### src/rtl/latch_reg_load_arbiter.sv
// latch_reg_load_arbiter: round-robin arbiter sequencing setup/open/hold writes into a shared level-sensitive latch
module latch_reg_load_arbiter #(
    parameter int N_REQ       = 4,
    parameter int WIDTH       = 4,
    parameter int OPEN_CYCLES = 1,
    localparam int IDW        = (N_REQ > 1) ? $clog2(N_REQ) : 1
) (
    input  logic                   clk,
    input  logic                   rst_n,
    input  logic [N_REQ-1:0]       req,
    input  logic [N_REQ*WIDTH-1:0] data_in,
    output logic [N_REQ-1:0]       ack,
    output logic                   busy,
    output logic [IDW-1:0]         grant_id,
    output logic [WIDTH-1:0]       lat_d,
    output logic                   lat_en
);
    typedef enum logic [1:0] {IDLE, SETUP, OPEN, HOLD} state_t;

    state_t           state_q, state_d;
    logic [WIDTH-1:0] lat_d_q, lat_d_d;
    logic             lat_en_q, lat_en_d;
    logic [N_REQ-1:0] ack_q, ack_d;
    logic [IDW-1:0]   grant_q, grant_d, last_q, last_d, pick;
    logic [3:0]       cnt_q, cnt_d;
    logic             found;

    always_comb begin
        found = 1'b0;
        pick  = '0;
        for (int i = 1; i <= N_REQ; i++)
            if (!found && req[(int'(last_q) + i) % N_REQ]) begin
                found = 1'b1;
                pick  = IDW'((int'(last_q) + i) % N_REQ);
            end
    end

    always_comb begin
        state_d = state_q;
        lat_d_d = lat_d_q;
        grant_d = grant_q;
        last_d  = last_q;
        cnt_d   = cnt_q;
        case (state_q)
            IDLE:
                if (found) begin
                    state_d = SETUP;
                    lat_d_d = data_in[int'(pick)*WIDTH +: WIDTH];
                    grant_d = pick;
                    last_d  = pick;
                end
            SETUP: begin
                state_d = OPEN;
                cnt_d   = '0;
            end
            OPEN:
                if (cnt_q == 4'(OPEN_CYCLES - 1)) state_d = HOLD;
                else cnt_d = cnt_q + 4'd1;
            default: state_d = IDLE;
        endcase
        // enable and ack are decoded from the next state so both leave the block as flop outputs
        lat_en_d = (state_d == OPEN);
        ack_d    = '0;
        if (state_d == HOLD) ack_d[grant_d] = 1'b1;
    end

    always_ff @(posedge clk) begin
        if (!rst_n) begin
            state_q  <= IDLE;
            lat_d_q  <= '0;
            lat_en_q <= 1'b0;
            ack_q    <= '0;
            grant_q  <= '0;
            last_q   <= IDW'(N_REQ - 1);
            cnt_q    <= '0;
        end else begin
            state_q  <= state_d;
            lat_d_q  <= lat_d_d;
            lat_en_q <= lat_en_d;
            ack_q    <= ack_d;
            grant_q  <= grant_d;
            last_q   <= last_d;
            cnt_q    <= cnt_d;
        end
    end

    assign ack      = ack_q;
    assign busy     = (state_q != IDLE);
    assign grant_id = grant_q;
    assign lat_d    = lat_d_q;
    assign lat_en   = lat_en_q;
endmodule

### config.mk
export PLATFORM = sky130hd
export DESIGN_NAME = latch_reg_load_arbiter
export DESIGN_NICKNAME = d
export VERILOG_FILES = /design/src/rtl/latch_reg_load_arbiter.sv
export SDC_FILE = /design/constraint.sdc
export NUM_CORES = 1
export LEC_CHECK = 0
export ABC_AREA = 1
export BUFFER_PORTS_ARGS = -buffer_cell sky130_fd_sc_hd__buf_2
export CORE_MARGIN = 2
export CORE_UTILIZATION = 53
export CTS_CLUSTER_SIZE = 20
export DETAILED_ROUTE_END_ITERATION = 8
export PLACE_DENSITY = 0.83
export SETUP_SLACK_MARGIN = 0.05
export SLEW_MARGIN = 20
export SYNTH_ARGS = -nofsm -noshare
export SYNTH_HDL_FRONTEND = slang
export SYNTH_SLANG_ARGS = --single-unit
### constraint.sdc
create_clock -name clk -period 3.3 [get_ports clk]
set_clock_uncertainty 0.2 [all_clocks]
set_input_delay 0.165 -clock clk [delete_from_list [all_inputs] [get_ports clk]]
set_output_delay 0.165 -clock clk [all_outputs]
set_load 0.02 [all_outputs]
After elaboration in Yosys (flattened, before gate mapping):

Index checks and enable logic that the tools add are counted.

* register bits: 19
* logic and storage cells: 75
* output and inout port bits: 12

* shifts and indexed selects: 1
* equality and inequality tests: 5
* magnitude comparators: 6
* bitwise gates (word level): 4
* reduce and logical (&&, ||, !) cells: 18
* multiplexer cells: 29
* add/sub/neg operators: 5

Operators with widths (number)
* < comparator 3 x 4 -> 1 bit, second input constant: 4
* two-way mux 2 bit: 8
* indexed part select 16 x 5 -> 4 bit: 1
* two-way mux 1 bit: 13
* binary-select mux 1 bit (select 2 bit): 4
* one-hot mux 4 bit (2 select lines): 1
* OR reduction 2 bit: 4
* == test 2 bit, second input constant: 3
* one-hot mux 2 bit (3 select lines): 1
* AND reduction 2 bit: 3
* adder 2 x 1 -> 2 bit, second input constant: 2
* adder 2 bit, second input constant: 2
* adder 4 x 1 -> 4 bit, second input constant: 1
* bitwise AND 1 bit, first input constant: 4
* logical AND 1 bit: 4
* zero test 4 bit: 1
* two-way mux 4 bit: 1
* nonzero test 2 bit: 2
* zero test 1 bit: 3
* < comparator 2 x 3 -> 1 bit, second input constant: 1
* demux 1 bit (select 2 bit): 1
* == test 2 x 1 -> 1 bit, second input constant: 1
* >= comparator 2 x 1 -> 1 bit, second input constant: 1
* zero test 2 bit: 1
* != test 2 bit, second input constant: 1

Depth between registers and ports, before layout:

Gate-level depths: netlist of the first run.

* depth in word-level cells: 22
* mapped depth: 16
* gate-level depth less buffers: 15

Worst setup path before layout of the first run:

OpenSTA, ideal clock, no wires.

* path type: register to register
* start point: register last_q[0]
* end point: register ack_q[1] (netlist: ack[1])
* data required time: 2.986 ns
* arrival time: 1.444 ns
* path slack: 1.542 ns
* cell stages (with the launch flop): 17
* cell sequence: dfxtp_1 > buf_6 > inv_8 > nand2_1 > nand2_4 > nand2_4 > nand2_4 > nor2_8 > nand2_2 > o21ai_1 > nor2_2 > inv_2 > nand2_4 > nand2_4 > inv_2 > nand2_1 > nor2_1

* longest elaborated chain between the ends: 20
* elaborated cells between the ends (all ways): 41

Ends and longest elaborated chain
* start, declared: line 24 `logic [IDW-1:0] grant_q, grant_d, last_q, last_d, pick;`
* start signal, assigned: line 74 `last_q <= IDW'(N_REQ - 1);`
* start signal, assigned: line 82 `last_q <= last_d;`
* adder 2 x 1 -> 2 bit: line 32, 34
* binary-select mux 1 bit (select 2 bit): line 32 `if (!found && req[(int'(last_q) + i) % N_REQ]) begin`
* two-way mux 1 bit (not written as such) (2 in series): line 32
* two-way mux 1 bit: line 32
* zero test 1 bit: line 32
* logical AND 1 bit: line 32
* two-way mux 1 bit: line 32
* zero test 1 bit: line 32
* [... 3 more ...]
* logical AND 1 bit: line 32
* two-way mux 2 bit or two-way mux 1 bit (tied branches): line 32
* two-way mux 2 bit: line 46 `if (found) begin`
* two-way mux 2 bit: line 44 `case (state_q)`
* < comparator 2 x 3 -> 1 bit (not written as such) or >= comparator 2 x 1 -> 1 bit (tied branches): line 64 `if (state_d == HOLD) ack_d[grant_d] = 1'b1;`
* logical AND 1 bit (not written as such): line 64
* two-way mux 1 bit (not written as such): line 64
* demux 1 bit (select 2 bit): line 64
* end signal, assigned: line 80 `ack_q <= ack_d;`
* end, declared: line 23 `logic [N_REQ-1:0] ack_q, ack_d;`

Parallel ways exist; a longest one is shown, timed or not. The select of a mux whose other input is x is not followed.
A chain may end at the register's enable or synchronous reset.

Final worst setup path of the first run:

* start point: register last_q[0]
* end point: register lat_d_q[2] (netlist: lat_d[2])

* longest elaborated chain between the ends: 15
* elaborated cells between the ends (all ways): 32

Ends and longest elaborated chain
* adder 2 x 1 -> 2 bit: line 32, 34
* binary-select mux 1 bit (select 2 bit): line 32
* two-way mux 1 bit (not written as such) (2 in series): line 32
* two-way mux 1 bit: line 32
* zero test 1 bit: line 32
* logical AND 1 bit: line 32
* two-way mux 1 bit: line 32
* zero test 1 bit: line 32
* logical AND 1 bit: line 32
* two-way mux 1 bit: line 32
* zero test 1 bit: line 32
* logical AND 1 bit: line 32
* two-way mux 2 bit or two-way mux 1 bit (tied branches): line 32
* indexed part select 16 x 5 -> 4 bit or AND reduction 2 bit (tied branches)
* end signal, assigned: line 78 `lat_d_q <= lat_d_d;`
* end, declared: line 21 `logic [WIDTH-1:0] lat_d_q, lat_d_d;`

Parallel ways exist; a longest one is shown, timed or not. The select of a mux whose other input is x is not followed.

==> metrics.txt, run 1 <==
Flop pwr share=21.6%; detailed placer's ending HPWL=2028 um; Top cell by count, worst path=nand2_4; number of synthesized flops with an enable pin=0; buffers added on ports=33; largest net degree at the start of global routing=12; overall die height=53.46 um; initial detailed-routing violation count=15; Power Internal=about 0.74 mW; Total Routing Usage GR=approximately 21%; combinational power share=roughly 70%; max_slew headroom=around 70%; Reg clk slew, reported paths=0.10 ns; initial antenna violation count=0; CTS root buf=clkbuf_4; Synth Net Count=217; Worst Hold Class=in2reg; endpoints failing setup=0; Synth cell types=28; WP buf/inv=2; Worst-Margin Slew=about 0.45 ns; worst hold slack=0.01908 ns; detailed-route wire length=about 2600 um; Period minus WS final=approximately 2.7 ns; commonest non-fill, non-tap cell in the layout=nand2_1; total power=between 1.5 and 2 mW; status=completed; Static Leak=0.8721 nW; Ys Warns=0; number of CTS-inserted buffers=3; vias in the first global route=around 1.1k; Pwr Density=1029 nW/um2; layout cells sized above 1=30.00%; worst-path fanout max=8; most frequent cells in the layout=49 x nand2_1, 33 x buf_2, 26 x inv_1, 22 x nor2_1, 19 x dfxtp_1; initial core utilization=between 50 and 60%; Resize count post-CTS=0; sw power=0.8672 mW; unrepaired setup endpoints after global routing=no; Max-cap violations=0; Final #Nets=259; Setup crit end kind=flip-flop; detailed-route DRC error count=0; gpl congestion=~0.8; top_reg_cell synth=dfxtp_1; drt wl/cell=10.13 um; Die X=~53 um; Max clock buf depth=2; CTS H-tree depth=1; slowest CP cell=dfxtp_1; Filler cells=212; Slew Limit Fails=0; Pre-antenna DRT Iters=4; setup TNS=0 ns; FF+latch count, synth=19; worst endpoint required time=3.31 ns; Place WS=1.168 ns; clock network power share=7.5%; Design Area, Final=1563 um2; Syn Std Cell Area=1296 um2; clk_lat worst skew=0.31 ns; worst path cell trace=nand2_1 -> nand2_4 -> nand2_4 -> nand2_4 -> nor2_8 -> nand2_2 -> o21ai_1 -> nor2_2 -> inv_2 -> nor2_1 -> nand3_1 -> dlygate4sd3_1 -> nand2_1 -> nor2_1; Net Sw Frac=53.94%; Hold Violations, Final=0; Routed Antenna Nets=0; worst vdd ir=0.0006875 V; Via density=4.729; TritonCTS clock tree=done; CP Launch Type=flip-flop; Placement Rows=17; Via Count=1220; full die area=2857 um2; Gate Count Post-Synth=around 190; family with the most delay on the worst path=simple AND/OR/NAND/NOR gates; gr ovfl total=0; CTS sink cnt=19; I/O pin count=34; kind of critical path=reg2reg; Post-synth ARST share=0%; area of the core=2255 um2; period utilization=82.68%; maximum clock frequency=366.5 MHz; Antenna Cells=0; synthesis-to-finish area growth=20.56%; max incr delay on CP=0.61 ns; Syn Area/Cell=6.858 um2; first-pass GRT wire length=4319 um; sequential share of the synthesized area=29.34%; Final WS setup=between 0.5 and 0.6 ns; Arrival @ worst endpoint=between 2 and 3 ns; dpl cell area=1485 um2
per-stage QoR:
step	util, %	cells
after floorplan	-	189
after global placement	65.87	249
after detailed placement	65.87	249
after CTS	69.31	258
after global routing	69.31	258
final	69.31	258
routing by layer:
metal	track usage, %	vias to the layer above	routed length (um)
li1	-	665	-
met1	26.34	522	1247
met2	34.77	29	1215
met3	3.672	4	120
met4	6.410	0	31
met5	0	-	0
layout make-up:
type	count	area (um2)	area share [%]
Multi-Input combinational cell	135	767.0	49.08
Sequential cell	19	380.4	24.34
Timing Repair Buffer	38	215.2	13.77
Inverter	34	137.6	8.807
Tap cell	28	35.03	2.242
Clock buffer	3	22.52	1.441
Clock inverter	1	5.005	0.3203
worst min-delay path, cell delays in order:
cell and delay, ns:
buf_2 0.09, nand2_1 0.05, and3_1 0.13, nor2_1 0.05
Yosys cell counts, types with 2 or more instances:
cell type / n / area (um2)
a21oi_1: 5 / 25.02
nand2_4: 8 / 90.09
inv_2: 5 / 18.77
nand2_1: 49 / 183.9
nand3_1: 17 / 85.08
and3_1: 2 / 12.51
dfxtp_1: 19 / 380.4
ha_1: 6 / 75.07
o211ai_1: 2 / 15.01
o21ai_0: 3 / 15.01
inv_1: 26 / 97.59
nor2_1: 22 / 82.58
nand2_2: 10 / 62.56
power by group through the flow:
stage          logic [mW]  clock network [mW]  registers, mW
2_1_floorplan       0.872                   0          0.384
3_3_place_gp         1.08                   0          0.355
4_1_cts              1.14               0.125          0.348
3_5_place_dp         1.10                   0          0.353
5_1_grt              1.26               0.133          0.357
6_report             1.14               0.121          0.348
state kept, by name, indices dropped and copies added (netlist names):
name and cells:
last_q 2, lat_en 1, ack 4, cnt_q 4
grant_id 2, state_q 2, lat_d 4
final timing paths:
path | end | startpoint | cells after the start | slack [ns]
worst min-delay path | lat_d[0] | data_in[8] | 4 | 0.02
worst max register to register | lat_d[2] | last_q[0] | 14 | 0.57
worst min register to register | cnt_q[3] | cnt_q[3] | 2 | 0.30
worst max-delay path | lat_d[2] | last_q[0] | 14 | 0.57
logic make-up after synthesis:
group	synth area share [%]
AND/OR/NAND/NOR	45.17
buffers and inverters	11.49
flip-flops	29.34
AO/OA/AOI/OAI	6.852
adder cells (fa/ha/maj)	5.791
XOR/XNOR	1.352
timing repair:
item,in CTS,in global routing
endpoints found under the hold margin,7,0
hold buffers,5,0
buffers inserted,0,0
Power figures use the tool's default switching activity.
==> run 2: changes to the inputs <==
--- a/config.mk
+++ b/config.mk
@@ -5,13 +5,13 @@
 export SDC_FILE = /design/constraint.sdc
 export NUM_CORES = 1
 export LEC_CHECK = 0
-export ABC_AREA = 1
+export ABC_AREA = 0
 export BUFFER_PORTS_ARGS = -buffer_cell sky130_fd_sc_hd__buf_2
 export CORE_MARGIN = 2
-export CORE_UTILIZATION = 53
+export CORE_UTILIZATION = 49
 export CTS_CLUSTER_SIZE = 20
 export DETAILED_ROUTE_END_ITERATION = 8
-export PLACE_DENSITY = 0.83
+export PLACE_DENSITY = 0.8
 export SETUP_SLACK_MARGIN = 0.05
 export SLEW_MARGIN = 20
 export SYNTH_ARGS = -nofsm -noshare
==> constraint.sdc (replaced) <==
create_clock -name clk -period 2.61 [get_ports clk]
set_clock_uncertainty 0.2 [all_clocks]
set_input_delay 0.1305 -clock clk [delete_from_list [all_inputs] [get_ports clk]]
set_output_delay 0.1305 -clock clk [all_outputs]
set_load 0.02 [all_outputs]
==> metrics.txt, run 2 <==
status=completed; Worst-Margin Slew=0.5255 ns (+0.07961 ns); layout cells sized above 1=30.07% (+0.070 points); hold_buf cts=1 (-4); vias in the first global route=923 (-13%); Pwr Density=942.5 nW/um2 (-8.4%); simple-gate share of the synthesized area=19.91% (-25 points); CP Launch Type=flip-flop; worst vdd ir=0.0005050 V (-27%); Synth top cells by count=19 x dfxtp_1, 8 x inv_1, 8 x nand2_1; maximum clock frequency=464.7 MHz (+27%); Gate Count Post-Synth=108 (-43%); most frequent cells in the layout=33 x buf_2, 19 x dfxtp_1, 8 x inv_1, 8 x nand2_1, 7 x nor2_1; Ys Warns=0 (unchanged); Max clock buf depth=2 (unchanged); initial core utilization=52.75% (-4.7 points); gpl congestion=0.8093 (+0.63%); kind of critical path=reg2reg; largest family of logic cells by synthesized area=compound AO/OA/AOI/OAI gates; setup bufs post-CTS=0 (unchanged); Final #Nets=172 (-34%); Arrival @ worst endpoint=2.16 ns (-0.58 ns); Total Routing Usage GR=20.20% (-0.41 points); I/O pin count=34 (unchanged); period utilization=82.45% (-0.23 points); CTS sink cnt=19 (unchanged); Synth top area share=36.02% (+6.7 points); worst hold slack=0.06307 ns (+0.04400 ns); Synth cell types=35 (+25%); compound-cell area share of the yosys netlist=21.68% (+15 points); Via Count=932 (-24%); Hold Violations, Final=0 (unchanged); Antenna Cells=0 (unchanged); largest cells by area after synthesis=dfxtp_1 36%, mux4_1 10%, ha_1 7.1%; sequential share of the synthesized area=36.02% (+6.7 points); initial antenna violation count=0 (unchanged); drt wl/cell=12.89 um (+27%); Static Leak=0.6117 nW (-30%); number of CTS-inserted buffers=3 (unchanged); endpoints failing setup=0 (unchanged); largest net degree at the start of global routing=19 (+7); multiplexer fraction of the synthesized cell area=10.90% (+11 points); Synth Area in XOR/XNOR=0% (-1.4 points); buffers added on ports=33 (unchanged); slowest CP cell=mux4_1; top_reg_cell synth=dfxtp_1; Syn Std Cell Area=1056 um2 (-19%); Period minus WS final=2.152 ns (-0.5764 ns); Via density=5.482 (+16%); max incr delay on CP=0.58 ns (-0.03 ns); clk_lat worst skew=0.30 ns (about the same); overall die height=50.43 um (-5.7%); Routed Antenna Nets=0 (unchanged); Setup crit end kind=flip-flop; CTS H-tree depth=1 (unchanged); worst endpoint required time=2.62 ns (-0.69 ns); initial detailed-routing violation count=4 (-11); area of the core=2002 um2 (-11%); unrepaired setup endpoints after global routing=no; worst path cell trace=inv_1 -> a221o_1 -> a21oi_4 -> mux4_1 -> a31o_1; Worst Hold Class=in2reg; dpl cell area=1246 um2 (-16%); TritonCTS clock tree=done; full die area=2543 um2 (-11%); Post-synth ARST share=0% (unchanged); detailed placer's ending HPWL=1717 um (-15%); max_slew headroom=64.67% (-5.6 points); biggest area consumer among synthesized cells=dfxtp_1; Synth Net Count=136 (-37%); Slew Limit Fails=0 (unchanged); Design Area, Final=1284 um2 (-18%); adder-cell area share of the yosys netlist=7.109% (+1.3 points); Resize count post-CTS=0 (unchanged); worst-path fanout max=5 (-3); detailed-route wire length=2191 um (-16%); first-pass GRT wire length=3808 um (-12%); number of synthesized flops with an enable pin=0 (unchanged); Max-cap violations=0 (unchanged); WP buf/inv=1 (-1); Syn Area/Cell=9.778 um2 (+43%); Pre-antenna DRT Iters=4 (unchanged); commonest non-fill, non-tap cell in the layout=buf_2; Reg clk slew, reported paths=0.11 ns (about the same); most frequent cell after synthesis=dfxtp_1; detailed-route DRC error count=0 (unchanged); synthesis-to-finish area growth=21.56%; setup TNS=0 ns (unchanged); gr ovfl total=0 (unchanged); Die X=50.43 um (-5.7%); family with the most delay on the worst path=compound AO/OA/AOI/OAI gates; Placement Rows=16 (-1); FF+latch count, synth=19 (unchanged); CTS root buf=clkbuf_4
-- run 2: area by class of cell --
cell class,instances,area (um2)
flip-flops and latches,19,380.4
clock buffers,3,22.52
inverters,8,30.03
fillers,192,718.2
repair buffers,35,182.7
well taps,27,33.78
multi-input cells,77,629.4
clock inverters,1,5.005
-- run 2: cell families after synthesis --
| group | count (synthesis) |
|---|---|
| AO/OA/AOI/OAI | 27 |
| multiplexers | 5 |
| AND/OR/NAND/NOR | 39 |
| adder cells (fa/ha/maj) | 6 |
| flip-flops | 19 |
| buffers and inverters | 12 |
-- run 2: per-layer routing --
layer / vias to the layer above / part of all wire, % / GRT usage (%)
li1: 467 / - / -
met1: 423 / 42 / 22.92
met2: 40 / 50 / 36.62
met3: 2 / 6.6 / 2.083
met4: 0 / 1.2 / 11.26
met5: - / 0 / 0
-- run 2: final timing paths --
| path | start | cells past startpoint | to | slack [ns] |
|---|---|---|---|---|
| worst max-delay path | last_q[0] | 5 | lat_d[1] | 0.46 |
| worst min-delay path | data_in[6] | 3 | lat_d[2] | 0.06 |
| worst max register to register | last_q[0] | 5 | lat_d[1] | 0.46 |
| worst min register to register | grant_id[1] | 2 | grant_id[1] | 0.31 |
-- run 2: power by group --
part	switching, mW	internal (mW)	total [mW]
Clock	0.0978	0.0571	0.155
Sequential	0.0564	0.371	0.427
Combinational	0.357	0.271	0.628
Total	0.511	0.699	1.21
-- run 2: worst min-delay path, stage by stage --
cell and delay [ns]:
buf_2 0.07, mux4_1 0.20, a31o_1 0.14
-- run 2: per-stage QoR --
stage | setup WS, ns | utilization [%] | std cells | total power, mW
final | 0.4580 | 64.13 | 170 | 1.210
after global routing | 0.3404 | 64.13 | 170 | 1.307
after CTS | 0.4485 | 64.13 | 170 | 1.217
after detailed placement | 0.4488 | 62.25 | 165 | 1.060
after global placement | 0.5411 | 62.25 | 165 | 1.033
after floorplan | 0.5844 | - | 108 | 0.8904
==> run 3: changes to the inputs <==
==> constraint.sdc (replaced) <==
create_clock -name clk -period 2.05 [get_ports clk]
set_clock_uncertainty 0.2 [all_clocks]
set_input_delay 0.1025 -clock clk [delete_from_list [all_inputs] [get_ports clk]]
set_output_delay 0.1025 -clock clk [all_outputs]
set_load 0.02 [all_outputs]
==> metrics.txt, run 3 (synthesis results as in run 2) <==
max_slew headroom=69.06% (+4.4 points); CTS H-tree depth=1 (unchanged); Filler cells=188 (-2.1%); Routed Antenna Nets=0 (unchanged); detailed placer's ending HPWL=1809 um (+5.3%); family with the most delay on the worst path=compound AO/OA/AOI/OAI gates; CTS sink cnt=19 (unchanged); Worst Hold Class=in2reg; synthesis-to-finish area growth=24.64%; largest net degree at the start of global routing=14 (-5); Final #Nets=178 (+3.5%); CP Launch Type=flip-flop; Top Layer Used=met4; Pre-antenna DRT Iters=4 (unchanged); initial detailed-routing violation count=33 (+29); TritonCTS clock tree=done; overall die height=50.43 um (unchanged); endpoints failing setup=0 (unchanged); WP buf/inv=1 (unchanged); combinational power share=55.2% (+3.3 points); Via Count=963 (+3.3%); most frequent cells in the layout=33 x buf_2, 18 x dfxtp_1, 8 x nand2_1, 7 x inv_1, 7 x nor2_1; area of the core=2002 um2 (unchanged); total power=1.619 mW (+34%); kind of critical path=reg2reg; met1 wire length=1069 um (+15%); Max clock buf depth=2 (unchanged); met2 WL=1118 um (+2.5%); dpl cell area=1269 um2 (+1.8%); Static Leak=0.6171 nW (+0.88%); first-pass GRT wire length=4077 um (+7.1%); worst endpoint required time=2.04 ns (-0.58 ns); full die area=2543 um2 (unchanged); Pwr Density=1230 nW/um2 (+31%); initial antenna violation count=0 (unchanged); Hold Path Depth=3 (unchanged); initial core utilization=52.75% (unchanged); Antenna Cells=0 (unchanged); worst vdd ir=0.0007585 V (+50%); Setup crit end kind=flip-flop; buffers added on ports=33 (unchanged); Worst-Margin Slew=0.4630 ns (-0.06245 ns); Total Routing Usage GR=20.50% (+0.30 points); Net Sw Frac=41.41% (-0.85 points); Flop pwr share=33.0% (-2.3 points); drt wl/cell=13.48 um (+4.6%); slowest CP cell=mux4_2; detailed-route DRC error count=0 (unchanged); clk_lat worst skew=0.30 ns (about the same); Design Area, Final=1316 um2 (+2.5%); Via density=5.472 (-0.20%); detailed-route wire length=2373 um (+8.3%); gpl congestion=0.8575 (+6.0%); Worst R2R End=lat_d[2]; gr ovfl total=0 (unchanged); hold path endpoint=lat_d[0]; worst path cell trace=inv_2 -> a221o_1 -> a21oi_4 -> mux4_2 -> a31o_1; Crit path depth=5 (unchanged); max incr delay on CP=0.54 ns (-0.04 ns); CTS root buf=clkbuf_4; commonest non-fill, non-tap cell in the layout=buf_2; status=completed; cell count after placement=168 (+1.8%); sw power=0.6705 mW (+31%); layout cells sized above 1=35.57% (+5.5 points); Worst R2R Path Depth=5 (unchanged); Hold Violations, Final=0 (unchanged); reg-to-reg startpoint=last_q[0]; Power Internal=0.9489 mW (+36%); vias in the first global route=965 (+4.6%); worst-path fanout max=4 (-1); unrepaired setup endpoints after global routing=yes; Arrival @ worst endpoint=1.98 ns (-0.18 ns); clock network power share=11.9% (-0.9 points); Max-cap violations=0 (unchanged); Placement Rows=16 (unchanged); maximum clock frequency=502.9 MHz (+8.2%); Die X=50.43 um (unchanged); number of CTS-inserted buffers=3 (unchanged); met3 wire len=140 um (-3.4%); Slew Limit Fails=0 (unchanged); reg-to-reg setup timing slack=0.06 ns (-0.40 ns); Period minus WS final=1.988 ns (-0.1635 ns); Reg clk slew, reported paths=0.12 ns (about the same); min-delay src=data_in[12]; I/O pin count=34 (unchanged); period utilization=97.00% (+15 points); filler-free cell count of the finished design=176 (+3.5%)
==> run 3: changes by cell type in the layout (fill, tap and decap cells not counted), sizes merged <==
cell / previous run / this run
buf: 34 / 39
clkbuf: 3 / 4
clkinv: 1 / 0
dlygate4sd3: 1 / 2
==> run 3: layout make-up <==
| class | instances | area [um2] | area share (%) |
|---|---|---|---|
| repair buffers | 41 | 230.2 | 17.49 |
| flip-flops and latches | 19 | 381.6 | 28.99 |
| well taps | 27 | 33.78 | 2.567 |
| multi-input cells | 77 | 614.3 | 46.67 |
| inverters | 8 | 30.03 | 2.281 |
| clock buffers | 4 | 26.28 | 1.996 |
==> run 3: repair_timing <==
action	in CTS	in global routing
setup buffers	2	0
hold endpoints to repair	6	0
pin swaps	6	2
setup endpoints to repair	4	6
cloned	0	0
gates resized for setup	5	1
hold buffers	2	0
==> run 3: worst max path at each step <==
stage	from	endpoint	slack [ns]
final	last_q[0]	lat_d[2]	0.06
after global routing	last_q[0]	lat_d[1]	-0.04
after CTS	last_q[0]	lat_d[2]	0.02
after detailed placement	last_q[0]	lat_d[2]	-0.09
after global placement	last_q[0]	lat_d[2]	-0.00008
after floorplan	last_q[0]	lat_d[0]	0.02
==> run 3: metrics by stage <==
| stage | setup slack, ns | TNS [ns] | hold WS, ns | utilization [%] |
|---|---|---|---|---|
| 3_5_place_dp | -0.09319 | -0.3140 | 0.2381 | 63.38 |
| 5_1_grt | -0.03891 | -0.1115 | 0.05198 | 65.75 |
| 6_report | 0.06151 | 0 | 0.03773 | 65.75 |
| 2_1_floorplan | 0.02440 | 0 | 0.1894 | - |
| 3_3_place_gp | -0.00007616 | -0.00007616 | 0.2240 | 63.38 |
| 4_1_cts | 0.02317 | 0 | 0.04461 | 65.75 |
==> run 3: routing by layer <==
metal,track usage [%],up-vias
met5,0,-
met1,25.33,440
met2,36.62,44
met4,8.559,0
met3,1.488,6
li1,-,473
==> run 3: worst register-to-register path: stages, from the launching register on <==
cell and delay (ns):
dfxtp_2 0.36, inv_2 0.03, a221o_1 0.34, a21oi_4 0.24, mux4_2 0.54, a31o_1 0.19
==> run 3: power by group through the flow <==
stage	combinational (mW)	sequential [mW]	clock (mW)
2_1_floorplan	0.508	0.626	0
3_3_place_gp	0.817	0.535	0
3_5_place_dp	0.846	0.541	0
4_1_cts	0.891	0.532	0.197
5_1_grt	0.980	0.548	0.209
6_report	0.893	0.534	0.192
